**src/rtl/mem_port_arbiter_pkg.sv**
```systemverilog
// Shared types and defaults for the memory-port arbiter: FSM encoding, bus width,
// timeout/reset-hold defaults and the opcode returned when a slave never answers.
`ifndef SIZE_OF_THE_BUS
`define SIZE_OF_THE_BUS 32
`endif

package mem_port_arbiter_pkg;

  localparam int BUS_W        = `SIZE_OF_THE_BUS;
  localparam int TIMEOUT_DEF  = 255;
  localparam int RST_HOLD_DEF = 15;
  localparam logic [BUS_W-1:0] ERR_DATA_DEF = BUS_W'(32'h0000_0013);

  typedef enum logic [1:0] {
    IDLE = 2'd0,
    GNT0 = 2'd1,
    GNT1 = 2'd2
  } arb_state_e;

  // Counter width able to hold max_val, never narrower than 4 bits.
  function automatic int cnt_width(input int max_val);
    int w;
    w = (max_val < 2) ? 1 : $clog2(max_val + 1);
    return (w < 4) ? 4 : w;
  endfunction

endpackage

```
**src/rtl/mem_port_arbiter_if.sv**
```systemverilog
// Native memory-protocol channel: request from master, ready/rdata back from slave.
interface mem_port_arbiter_if
  import mem_port_arbiter_pkg::*;
#(
  parameter int W = BUS_W
) ();

  logic         valid;
  logic         instr;
  logic [W-1:0] addr;
  logic [W-1:0] wdata;
  logic [3:0]   wstrb;
  logic         ready;
  logic [W-1:0] rdata;

  modport master (
    output valid, instr, addr, wdata, wstrb,
    input  ready, rdata
  );

  modport slave (
    input  valid, instr, addr, wdata, wstrb,
    output ready, rdata
  );

endinterface

```
**src/rtl/mem_port_arbiter_reset_release_seq.sv**
```systemverilog
// Holds the core in reset for RST_HOLD+1 clock edges after the system reset falls.
module reset_release_seq
  import mem_port_arbiter_pkg::*;
#(
  parameter int RST_HOLD = RST_HOLD_DEF
) (
  input  logic clk,
  input  logic reset,
  output logic core_resetn
);

  localparam int                CNT_W = cnt_width(RST_HOLD);
  localparam logic [CNT_W-1:0] HOLD  = CNT_W'(RST_HOLD);

  logic [CNT_W-1:0] cnt_q, cnt_d;
  logic             resetn_q, resetn_d;

  always_comb begin
    cnt_d    = cnt_q;
    resetn_d = (cnt_q == HOLD);
    if (cnt_q != HOLD) begin
      cnt_d = cnt_q + CNT_W'(1);
    end
  end

  always_ff @(posedge clk or posedge reset) begin
    if (reset) begin
      cnt_q    <= '0;
      resetn_q <= 1'b0;
    end else begin
      cnt_q    <= cnt_d;
      resetn_q <= resetn_d;
    end
  end

  assign core_resetn = resetn_q;

endmodule

```
**src/rtl/mem_port_arbiter.sv**
```systemverilog
// Round-robin arbiter sharing one memory port between the core (M0) and the fuzz
// harness (M1); one transaction in flight, response timeout, and core reset release.
module mem_port_arbiter
  import mem_port_arbiter_pkg::*;
#(
  parameter int               TIMEOUT  = TIMEOUT_DEF,
  parameter int               RST_HOLD = RST_HOLD_DEF,
  parameter logic [BUS_W-1:0] ERR_DATA = ERR_DATA_DEF
) (
  input  logic                 clk,
  input  logic                 reset,
  mem_port_arbiter_if.slave    m0,
  mem_port_arbiter_if.slave    m1,
  mem_port_arbiter_if.master   s,
  output logic                 core_resetn,
  output logic                 timeout_pulse,
  output logic [15:0]          timeout_count
);

  localparam int                 WAIT_W   = (TIMEOUT < 2) ? 1 : $clog2(TIMEOUT + 1);
  localparam logic [WAIT_W-1:0] WAIT_MAX = WAIT_W'(TIMEOUT);

  arb_state_e        state_q, state_d;
  logic              last_grant_q, last_grant_d;
  logic [WAIT_W-1:0] wait_q, wait_d;
  logic              s_valid_q, s_valid_d;
  logic              s_instr_q, s_instr_d;
  logic [BUS_W-1:0]  s_addr_q, s_addr_d;
  logic [BUS_W-1:0]  s_wdata_q, s_wdata_d;
  logic [3:0]        s_wstrb_q, s_wstrb_d;
  logic [15:0]       timeout_count_q, timeout_count_d;

  logic             req0, req1, pick_m1;
  logic             granted, done, expired;
  logic [BUS_W-1:0] gnt_rdata;

  reset_release_seq #(
    .RST_HOLD (RST_HOLD)
  ) u_reset_release_seq (
    .clk         (clk),
    .reset       (reset),
    .core_resetn (core_resetn)
  );

  // The core cannot issue requests until it has been let out of reset.
  assign req0    = m0.valid & core_resetn;
  assign req1    = m1.valid;
  assign pick_m1 = req1 & (~req0 | ~last_grant_q);

  assign granted = (state_q != IDLE);
  assign done    = granted & (s.ready | (wait_q == WAIT_MAX));
  assign expired = granted & ~s.ready & (wait_q == WAIT_MAX);

  always_comb begin
    state_d         = state_q;
    last_grant_d    = last_grant_q;
    wait_d          = wait_q;
    s_valid_d       = s_valid_q;
    s_instr_d       = s_instr_q;
    s_addr_d        = s_addr_q;
    s_wdata_d       = s_wdata_q;
    s_wstrb_d       = s_wstrb_q;
    timeout_count_d = timeout_count_q;
    case (state_q)
      IDLE: begin
        if (req0 | req1) begin
          state_d      = pick_m1 ? GNT1 : GNT0;
          last_grant_d = pick_m1;
          wait_d       = '0;
          s_valid_d    = 1'b1;
          // Harness accesses are never instruction fetches.
          s_instr_d    = pick_m1 ? (m1.instr & 1'b0) : m0.instr;
          s_addr_d     = pick_m1 ? m1.addr  : m0.addr;
          s_wdata_d    = pick_m1 ? m1.wdata : m0.wdata;
          s_wstrb_d    = pick_m1 ? m1.wstrb : m0.wstrb;
        end
      end
      GNT0, GNT1: begin
        if (done) begin
          state_d   = IDLE;
          s_valid_d = 1'b0;
        end else begin
          wait_d = wait_q + WAIT_W'(1);
        end
        if (expired && (timeout_count_q != 16'hFFFF)) begin
          timeout_count_d = timeout_count_q + 16'd1;
        end
      end
      default: begin
        state_d   = IDLE;
        s_valid_d = 1'b0;
      end
    endcase
  end

  always_ff @(posedge clk or posedge reset) begin
    if (reset) begin
      state_q         <= IDLE;
      last_grant_q    <= 1'b1;
      wait_q          <= '0;
      s_valid_q       <= 1'b0;
      s_instr_q       <= 1'b0;
      s_addr_q        <= '0;
      s_wdata_q       <= '0;
      s_wstrb_q       <= '0;
      timeout_count_q <= '0;
    end else begin
      state_q         <= state_d;
      last_grant_q    <= last_grant_d;
      wait_q          <= wait_d;
      s_valid_q       <= s_valid_d;
      s_instr_q       <= s_instr_d;
      s_addr_q        <= s_addr_d;
      s_wdata_q       <= s_wdata_d;
      s_wstrb_q       <= s_wstrb_d;
      timeout_count_q <= timeout_count_d;
    end
  end

  // A timed-out fetch hands the core a NOP instead of whatever is on the bus.
  assign gnt_rdata = expired ? ERR_DATA : s.rdata;

  assign m0.ready = (state_q == GNT0) & done;
  assign m1.ready = (state_q == GNT1) & done;
  assign m0.rdata = (state_q == GNT0) ? gnt_rdata : '0;
  assign m1.rdata = (state_q == GNT1) ? gnt_rdata : '0;

  assign s.valid = s_valid_q;
  assign s.instr = s_instr_q;
  assign s.addr  = s_addr_q;
  assign s.wdata = s_wdata_q;
  assign s.wstrb = s_wstrb_q;

  assign timeout_pulse = expired;
  assign timeout_count = timeout_count_q;

endmodule

```
**src/flat_wrapper.sv**
```systemverilog
// flat-port wrapper written by rule: the top's interface ports become plain ports
module mem_port_arbiter_flat import mem_port_arbiter_pkg::*;
#(
  parameter int               TIMEOUT  = TIMEOUT_DEF,
  parameter int               RST_HOLD = RST_HOLD_DEF,
  parameter logic [BUS_W-1:0] ERR_DATA = ERR_DATA_DEF
)
  (clk, reset, core_resetn, timeout_pulse, timeout_count, m0_valid, m0_instr, m0_addr, m0_wdata, m0_wstrb, m0_ready, m0_rdata, m1_valid, m1_instr, m1_addr, m1_wdata, m1_wstrb, m1_ready, m1_rdata, s_valid, s_instr, s_addr, s_wdata, s_wstrb, s_ready, s_rdata);
  mem_port_arbiter_if m0_i ();
  mem_port_arbiter_if m1_i ();
  mem_port_arbiter_if s_i ();
  input  logic clk;
  input  logic reset;
  output logic core_resetn;
  output logic timeout_pulse;
  output logic [15:0] timeout_count;
  input wire logic [$bits(m0_i.valid)-1:0] m0_valid;
  input wire logic [$bits(m0_i.instr)-1:0] m0_instr;
  input wire logic [$bits(m0_i.addr)-1:0] m0_addr;
  input wire logic [$bits(m0_i.wdata)-1:0] m0_wdata;
  input wire logic [$bits(m0_i.wstrb)-1:0] m0_wstrb;
  output wire logic [$bits(m0_i.ready)-1:0] m0_ready;
  output wire logic [$bits(m0_i.rdata)-1:0] m0_rdata;
  input wire logic [$bits(m1_i.valid)-1:0] m1_valid;
  input wire logic [$bits(m1_i.instr)-1:0] m1_instr;
  input wire logic [$bits(m1_i.addr)-1:0] m1_addr;
  input wire logic [$bits(m1_i.wdata)-1:0] m1_wdata;
  input wire logic [$bits(m1_i.wstrb)-1:0] m1_wstrb;
  output wire logic [$bits(m1_i.ready)-1:0] m1_ready;
  output wire logic [$bits(m1_i.rdata)-1:0] m1_rdata;
  output wire logic [$bits(s_i.valid)-1:0] s_valid;
  output wire logic [$bits(s_i.instr)-1:0] s_instr;
  output wire logic [$bits(s_i.addr)-1:0] s_addr;
  output wire logic [$bits(s_i.wdata)-1:0] s_wdata;
  output wire logic [$bits(s_i.wstrb)-1:0] s_wstrb;
  input wire logic [$bits(s_i.ready)-1:0] s_ready;
  input wire logic [$bits(s_i.rdata)-1:0] s_rdata;
  assign m0_i.valid = m0_valid;
  assign m0_i.instr = m0_instr;
  assign m0_i.addr = m0_addr;
  assign m0_i.wdata = m0_wdata;
  assign m0_i.wstrb = m0_wstrb;
  assign m0_ready = m0_i.ready;
  assign m0_rdata = m0_i.rdata;
  assign m1_i.valid = m1_valid;
  assign m1_i.instr = m1_instr;
  assign m1_i.addr = m1_addr;
  assign m1_i.wdata = m1_wdata;
  assign m1_i.wstrb = m1_wstrb;
  assign m1_ready = m1_i.ready;
  assign m1_rdata = m1_i.rdata;
  assign s_valid = s_i.valid;
  assign s_instr = s_i.instr;
  assign s_addr = s_i.addr;
  assign s_wdata = s_i.wdata;
  assign s_wstrb = s_i.wstrb;
  assign s_i.ready = s_ready;
  assign s_i.rdata = s_rdata;
  mem_port_arbiter #(.TIMEOUT(TIMEOUT), .RST_HOLD(RST_HOLD), .ERR_DATA(ERR_DATA)) u_core (.clk(clk), .reset(reset), .m0(m0_i), .m1(m1_i), .s(s_i), .core_resetn(core_resetn), .timeout_pulse(timeout_pulse), .timeout_count(timeout_count));
endmodule
```
**config.mk**
```make
export PLATFORM = sky130hd
export DESIGN_NAME = mem_port_arbiter_flat
export DESIGN_NICKNAME = d
export VERILOG_FILES = /design/src/rtl/mem_port_arbiter_pkg.sv /design/src/rtl/mem_port_arbiter_if.sv /design/src/rtl/mem_port_arbiter_reset_release_seq.sv /design/src/rtl/mem_port_arbiter.sv /design/src/flat_wrapper.sv
export SDC_FILE = /design/constraint.sdc
export NUM_CORES = 1
export LEC_CHECK = 0
export CAP_MARGIN = 10
export CORE_AREA = 2 2 129 131
export CTS_BUF_LIST = sky130_fd_sc_hd__clkbuf_8
export CTS_CLUSTER_DIAMETER = 40
export CTS_CLUSTER_SIZE = 14
export DETAILED_ROUTE_END_ITERATION = 8
export DIE_AREA = 0 0 131 133
export PLACE_DENSITY = 0.77
export SLEW_MARGIN = 10
export SYNTH_ARGS = -nofsm -noshare
export SYNTH_HDL_FRONTEND = slang
export SYNTH_SLANG_ARGS = --single-unit
```
**constraint.sdc**
```tcl
create_clock -name clk -period 6.6 [get_ports clk]
set_clock_uncertainty 0.15 [all_clocks]
set_input_delay 1.32 -clock clk [delete_from_list [all_inputs] [get_ports clk]]
set_output_delay 1.32 -clock clk [all_outputs]
set_load 0.02 [all_outputs]
```
==> results of run 1 <==
[path summary, 6_finish.rpt]
check | start | endpoint | cells past startpoint | slack, ns
max | s_ready | m0_rdata[2] | 6 | 1.66
min | u_core.s.addr[16] | u_core.s.addr[16] | 2 | 0.34
max reg2reg | u_core.state_q[1] | u_core.wait_q[3] | 6 | 4.00
min reg2reg | u_core.s.addr[16] | u_core.s.addr[16] | 2 | 0.34
max in group asynchronous | reset | u_core.s.addr[6] | 3 | 3.95
min in group asynchronous | reset | u_core.s.wdata[15] | 2 | 1.23
[sequential cells by signal (all words and copies together), names as in the netlist]
register                                count
u_core.last_grant_q                         1
u_core.s.addr                              32
u_core.s.instr                              1
u_core.s.valid                              1
u_core.s.wdata                             32
u_core.s.wstrb                              4
u_core.state_q                              2
u_core.timeout_count                       16
u_core.u_reset_release_seq.cnt_q            4
u_core.u_reset_release_seq.core_resetn      1
u_core.wait_q                               8
[area by class of cell]
class | count | area [um^2]
multi-input cells | 392 | 2570
flip-flops and latches | 102 | 2550
well taps | 220 | 275
clock buffers | 9 | 124
repair buffers | 332 | 3310
inverters | 8 | 32.5
fillers | 1472 | 7250
clock inverters | 7 | 60.1
[critical path, delay by kind of cell]
kind / cells / cell delay [ns]
AND/OR/NAND/NOR: 3 / 0.86
buffers and inverters: 3 / 1.27
[cells in the mapped netlist, types with 2 or more instances]
library cell and n:
a21oi_1 5, and2_1 61, a21o_1 3, nor2b_1 3, buf_1 9, dfrtp_1 101
o21a_1 6, nor2_1 9, nor3_1 3, buf_2 9, ha_1 6, and3_1 8
inv_1 8, nand3_1 13, and4_1 2, mux2i_1 68, nand2_1 84, xnor2_1 13
nand2b_1 2, o21ai_0 76, xor2_1 5, clkbuf_1 12, nand4_1 7, mux2_2 2
[layer usage]
layer | vias up | wire length, um
met2 | 229 | 7630
met5 | - | 0
li1 | 2440 | -
met1 | 2196 | 5420
met4 | 0 | 413
met3 | 28 | 1710
[where the power goes]
group          switching [mW]  internal [mW]
registers               0.122          0.854
logic                   0.892          0.798
clock network           0.239          0.143
[placed cells by master (no fill, tap or decap), drive strengths merged, types with 2 or more instances in the layout]
master / count
nor2: 9
nor3: 3
dfrtp: 101
nor4: 2
a21o: 3
nor3b: 2
clkinv: 3
nand2b: 2
xor2: 5
inv: 11
and3: 8
ha: 6
mux2: 2
buf: 5
and2: 62
clkbuf: 9
o21ai: 77
nand3: 14
nand4: 7
a21oi: 5
nand2: 84
xnor2: 13
o21a: 6
mux2i: 68
clkdlybuf4s50: 327
and4: 2
nor2b: 3
[logic make-up after synthesis]
family                   after synthesis
AO/OA/AOI/OAI                         97
AND/OR/NAND/NOR                      201
buffers and inverters                 39
XOR/XNOR                              18
flip-flops                           102
multiplexers                          70
adder cells (fa/ha/maj)                6
[metrics by stage]
step	cell area [um^2]	util, %	hold WS (ns)	cells	power [mW]
after floorplan	5270	-	0.311	533	1.88
after global placement	8740	54.0	0.310	1054	2.67
after detailed placement	8740	54.0	0.319	1054	2.70
after CTS	8920	55.2	0.342	1070	3.09
after global routing	8920	55.2	0.355	1070	3.26
final	8920	55.2	0.335	1070	3.05
==> flow_metrics.tcl, run 1 <==
set metrics [dict create \
    status "finished, final reports clean" \
    clock.fmax_mhz 203 \
    final-hold-violation-count 0 \
    crit_type "input port to primary output" \
    dieArea_um2 17400 \
    path_max_fanout 29 \
    drive_gt1_share_pct 4.24 \
    grt_pass1_vias 4760 \
    synth_seq_cells 102 \
    rsz0062_at_grt "no" \
    synthSimpleGateAreaFrac_pct 20.4 \
    place_hpwl_um 12000 \
    synth_edf_count 0 \
    min_path_type "flip-flop to flip-flop" \
    arrival_ns 3.47 \
    gr-total-overflow 0 \
    drc 0 \
    flow.area_growth_from_synthesis_pct 69.3 \
    wl_per_cell_um 14.2 \
    nets 1026 \
    cp_slowest_cell "nor4_4" \
    dr.first_iter.drc_count 144 \
    pre_cts_ws_ns 1.61 \
    routed_wl_um 15200 \
    power_density_nw_per_um2 342 \
    grtUsageMet3_pct 6.31 \
    setup_tns_ns 0 \
    cts_buffer_depth 2 \
    min_period_ns 4.94 \
    synth_fa_ha_area_share_pct 1.42 \
    grt_pass1_wl_um 23900 \
    antenna_found_initial 1 \
    crit_chain "clkdlybuf4s50_1, nor4_4, nor2b_1, buf_4, and2_1, clkdlybuf4s50_1" \
    cts_hold_buf 0 \
    viasPerCell 4.57 \
    peakVddDrop_v 0.000193 \
    cellLeakagePower_nw 3.89 \
    worst_pin_slew_ns 0.701 \
    core_area_um2 16200 \
    met2_usage_pct 30.8 \
    setup.worst_path.end_class "primary output" \
    die_h_um 133 \
    clk_pin_slew_worst_paths_ns 0.10 \
    cts_tree "built" \
    grt.met1_usage_pct 18.9 \
    synth-seq-area-share_pct 48.4 \
    synth_top_cells_by_area "dfrtp_1 (48%), mux2i_1 (13%), and2_1 (7.2%)" \
    yosysTopAreaCellShare_pct 47.9 \
    clkLatencyLatePin_ns 0.38 \
    rows 47 \
    track_usage_pct 17.6 \
    synth_top_cell_by_area "dfrtp_1" \
    worst-endpoint-required_ns 5.13 \
    synth_top_family_by_area "simple AND/OR/NAND/NOR gates" \
    setup_violations 0 \
    io_buffers 327 \
    slew_violations 0 \
    n_antenna_cell 0 \
    antenna_left 0 \
    cts_buffers 9 \
    start_kind "input port" \
    slowest_delay_ns 0.57 \
    cts-resized-gates 0 \
    postCtsSetupBuffers 0 \
    relSlewSlack_pct 53.2 \
    crit_top_cell "clkdlybuf4s50_1" \
    clkSinkCount 102 \
    syn_area_per_cell_um2 9.89 \
    synth_flop_cell "dfrtp_1" \
    fin_crit_sh_pct 74.8 \
    drv_cap 0 \
    vias 4893 \
    synth_xor_area_share_pct 2.99 \
    grt_max_degree 80 \
    yosysUniqueCellTypes 42 \
    grt_most_used_layer "met2" \
    io_pins 329 \
    clockRootBuffer "clkbuf_8" \
    setup_ws_ns 1.66 \
    htree_levels 3 \
    synth-compound-area-share_pct 10.3 \
    yosysWarnings 0 \
    synth-async-reset-ratio_pct 100 \
    netlist_area_um2 5270 \
    place.gp.congestion 0.755 \
    initial_core_util_pct 32.6 \
    dr.pass1.iters 4 \
    synth.area.mux_share_pct 13.3 \
    syn-num-nets 714 \
    synth_cells 533 \
    die_x_um 131 \
]
Power figures use the tool's default switching activity.
==> run 2, diff against run 1 <==
Settings changed: CORE_AREA 2 2 129 131 to 2 2 128 130, DIE_AREA 0 0 131 133 to 0 0 130 132, PLACE_DENSITY 0.77 to 0.78.
Clock period 6.6 ns to 4.65 ns, I/O delays scaled along.
==> run 2 against run 1 <==
Against the previous run: final area increased by 0.35%; highest routed layer unchanged; critical path type unchanged; largest power group unchanged; register-to-register slack got worse by 1.7 ns; sequential share of layout area decreased by 0.10 points; cell count about the same; utilization increased by 1.8 points; hold slack got worse by 0.0021 ns.
==> flow_metrics.tcl, run 2 (same netlist as run 1, synthesis figures left out) <==
set metrics [dict create \
    io_buffers 327 \
    crit_type "input port to primary output" \
    routed_wl_um 15500 \
    wl_per_cell_um 14.5 \
    dr.first_iter.drc_count 109 \
    combPwrFrac_pct 55.5 \
    die_h_um 132 \
    cts_buffer_depth 2 \
    peakVddDrop_v 0.000265 \
    crit_top_cell "clkdlybuf4s50_1" \
    die_x_um 130 \
    slowest_delay_ns 0.54 \
    cts_hold_buf 0 \
    min_path_type "flip-flop to flip-flop" \
    fin_hold_ws_ns 0.333 \
    pre_cts_ws_ns 0.612 \
    gr-total-overflow 0 \
    postCtsSetupBuffers 0 \
    final-hold-violation-count 0 \
    setup_violations 0 \
    relSlewSlack_pct 51.0 \
    slew_violations 0 \
    grt_pass1_wl_um 24200 \
    antenna_left 0 \
    nets 1030 \
    cts-resized-gates 0 \
    total_power_mw 4.37 \
    critical-path-top-delay-family "buffers and inverters" \
    rows 46 \
    grt_pass1_vias 4821 \
    vias 4896 \
    cts_tree "built" \
    p_sw_share_pct 40.3 \
    worst-endpoint-required_ns 3.57 \
    cellLeakagePower_nw 3.92 \
    final_common_cell "clkdlybuf4s50_1" \
    initial_core_util_pct 33.5 \
    final_util_pct 57.0 \
    drc 0 \
    htree_levels 3 \
    clock.fmax_mhz 250 \
    arrival_ns 2.92 \
    n_antenna_cell 0 \
    clkLatencyLatePin_ns 0.38 \
    io_pins 329 \
    grt_max_degree 92 \
    clk_pin_slew_worst_paths_ns 0.08 \
    viasPerCell 4.58 \
    status "finished, final reports clean" \
    layout_common_cells "clkdlybuf4s50_1 (327), dfrtp_1 (101), nand2_1 (83), o21ai_0 (76), mux2i_1 (68)" \
    start_kind "input port" \
    fin_crit_sh_pct 86.0 \
    track_usage_pct 18.1 \
    clkPwrFrac_pct 12.8 \
    path_buf_inv 3 \
    drv_cap 0 \
    worst_pin_slew_ns 0.736 \
    cts_buffers 9 \
    flow.area_growth_from_synthesis_pct 69.9 \
    path_max_fanout 29 \
    r2r_setup_slack_ns 2.28 \
    core_area_um2 15700 \
    switchingPower_mw 1.76 \
    cp_slowest_cell "clkdlybuf4s50_1" \
    clockRootBuffer "clkbuf_8" \
    p_seq_share_pct 31.7 \
    power_density_nw_per_um2 488 \
    drive_gt1_share_pct 4.45 \
    crit_chain "clkdlybuf4s50_1, nor4_4, nor2b_1, buf_4, and2_1, clkdlybuf4s50_1" \
    place_hpwl_um 12400 \
    setup.worst_path.end_class "primary output" \
    internal_power_mw 2.61 \
    place.gp.congestion 0.774 \
    clkSinkCount 102 \
    setup_tns_ns 0 \
    min_period_ns 4.00 \
    antenna_found_initial 0 \
    dr.pass1.iters 4 \
    dieArea_um2 17200 \
    nFillCells 1408 \
    setup_ws_ns 0.652 \
    rsz0062_at_grt "no" \
]
## run 2: final cells by class
cell class              instances  area (um^2)  area share (%)
clock buffers                  10          138            1.54
multi-input cells             392         2570            28.7
inverters                       8         32.5           0.363
clock inverters                 5         52.6           0.587
flip-flops and latches        102         2550            28.5
repair buffers                336         3340            37.3
well taps                     216          270            3.02
## run 2: routing by layer
| metal | routed length, um | GRT usage, % |
|---|---|---|
| met5 | 0 | 0 |
| met1 | 5540 | 18.9 |
| met2 | 8170 | 33.3 |
| met4 | 325 | 7.17 |
| met3 | 1450 | 5.72 |
## run 2: power groups by stage
stage	clock (mW)	sequential (mW)	combinational (mW)
5_1_grt	0.610	1.43	2.61
2_1_floorplan	0	1.77	0.902
6_report	0.561	1.38	2.43
3_3_place_gp	0	1.39	2.43
4_1_cts	0.579	1.39	2.47
3_5_place_dp	0	1.40	2.46
## run 2: final timing paths
| check | endpoint | startpoint | cells after the start |
|---|---|---|---|
| worst max-delay path | m1_rdata[22] | s_ready | 6 |
| worst min-delay path | u_core.s.wdata[18] | u_core.s.wdata[18] | 2 |
| worst max register to register | u_core.timeout_count[1] | u_core.state_q[0] | 6 |
| worst min register to register | u_core.s.wdata[18] | u_core.s.wdata[18] | 2 |
| max in group asynchronous | u_core.last_grant_q | reset | 3 |
| min in group asynchronous | u_core.s.addr[6] | reset | 2 |
## run 2: through the flow
stage	instance area (um^2)	instances
detailed placement	8760	1054
global route	8950	1069
global placement	8760	1054
finish	8950	1069
CTS	8950	1069
floorplan	5270	533
## run 2: worst register-to-register path, cell delays in order, from the launching register on
cell and delay (ns):
dfrtp_1 0.39, inv_1 0.07, ha_1 0.43, nor3b_4 0.28
nand3_2 0.15, a31oi_2 0.40, mux2_2 0.39
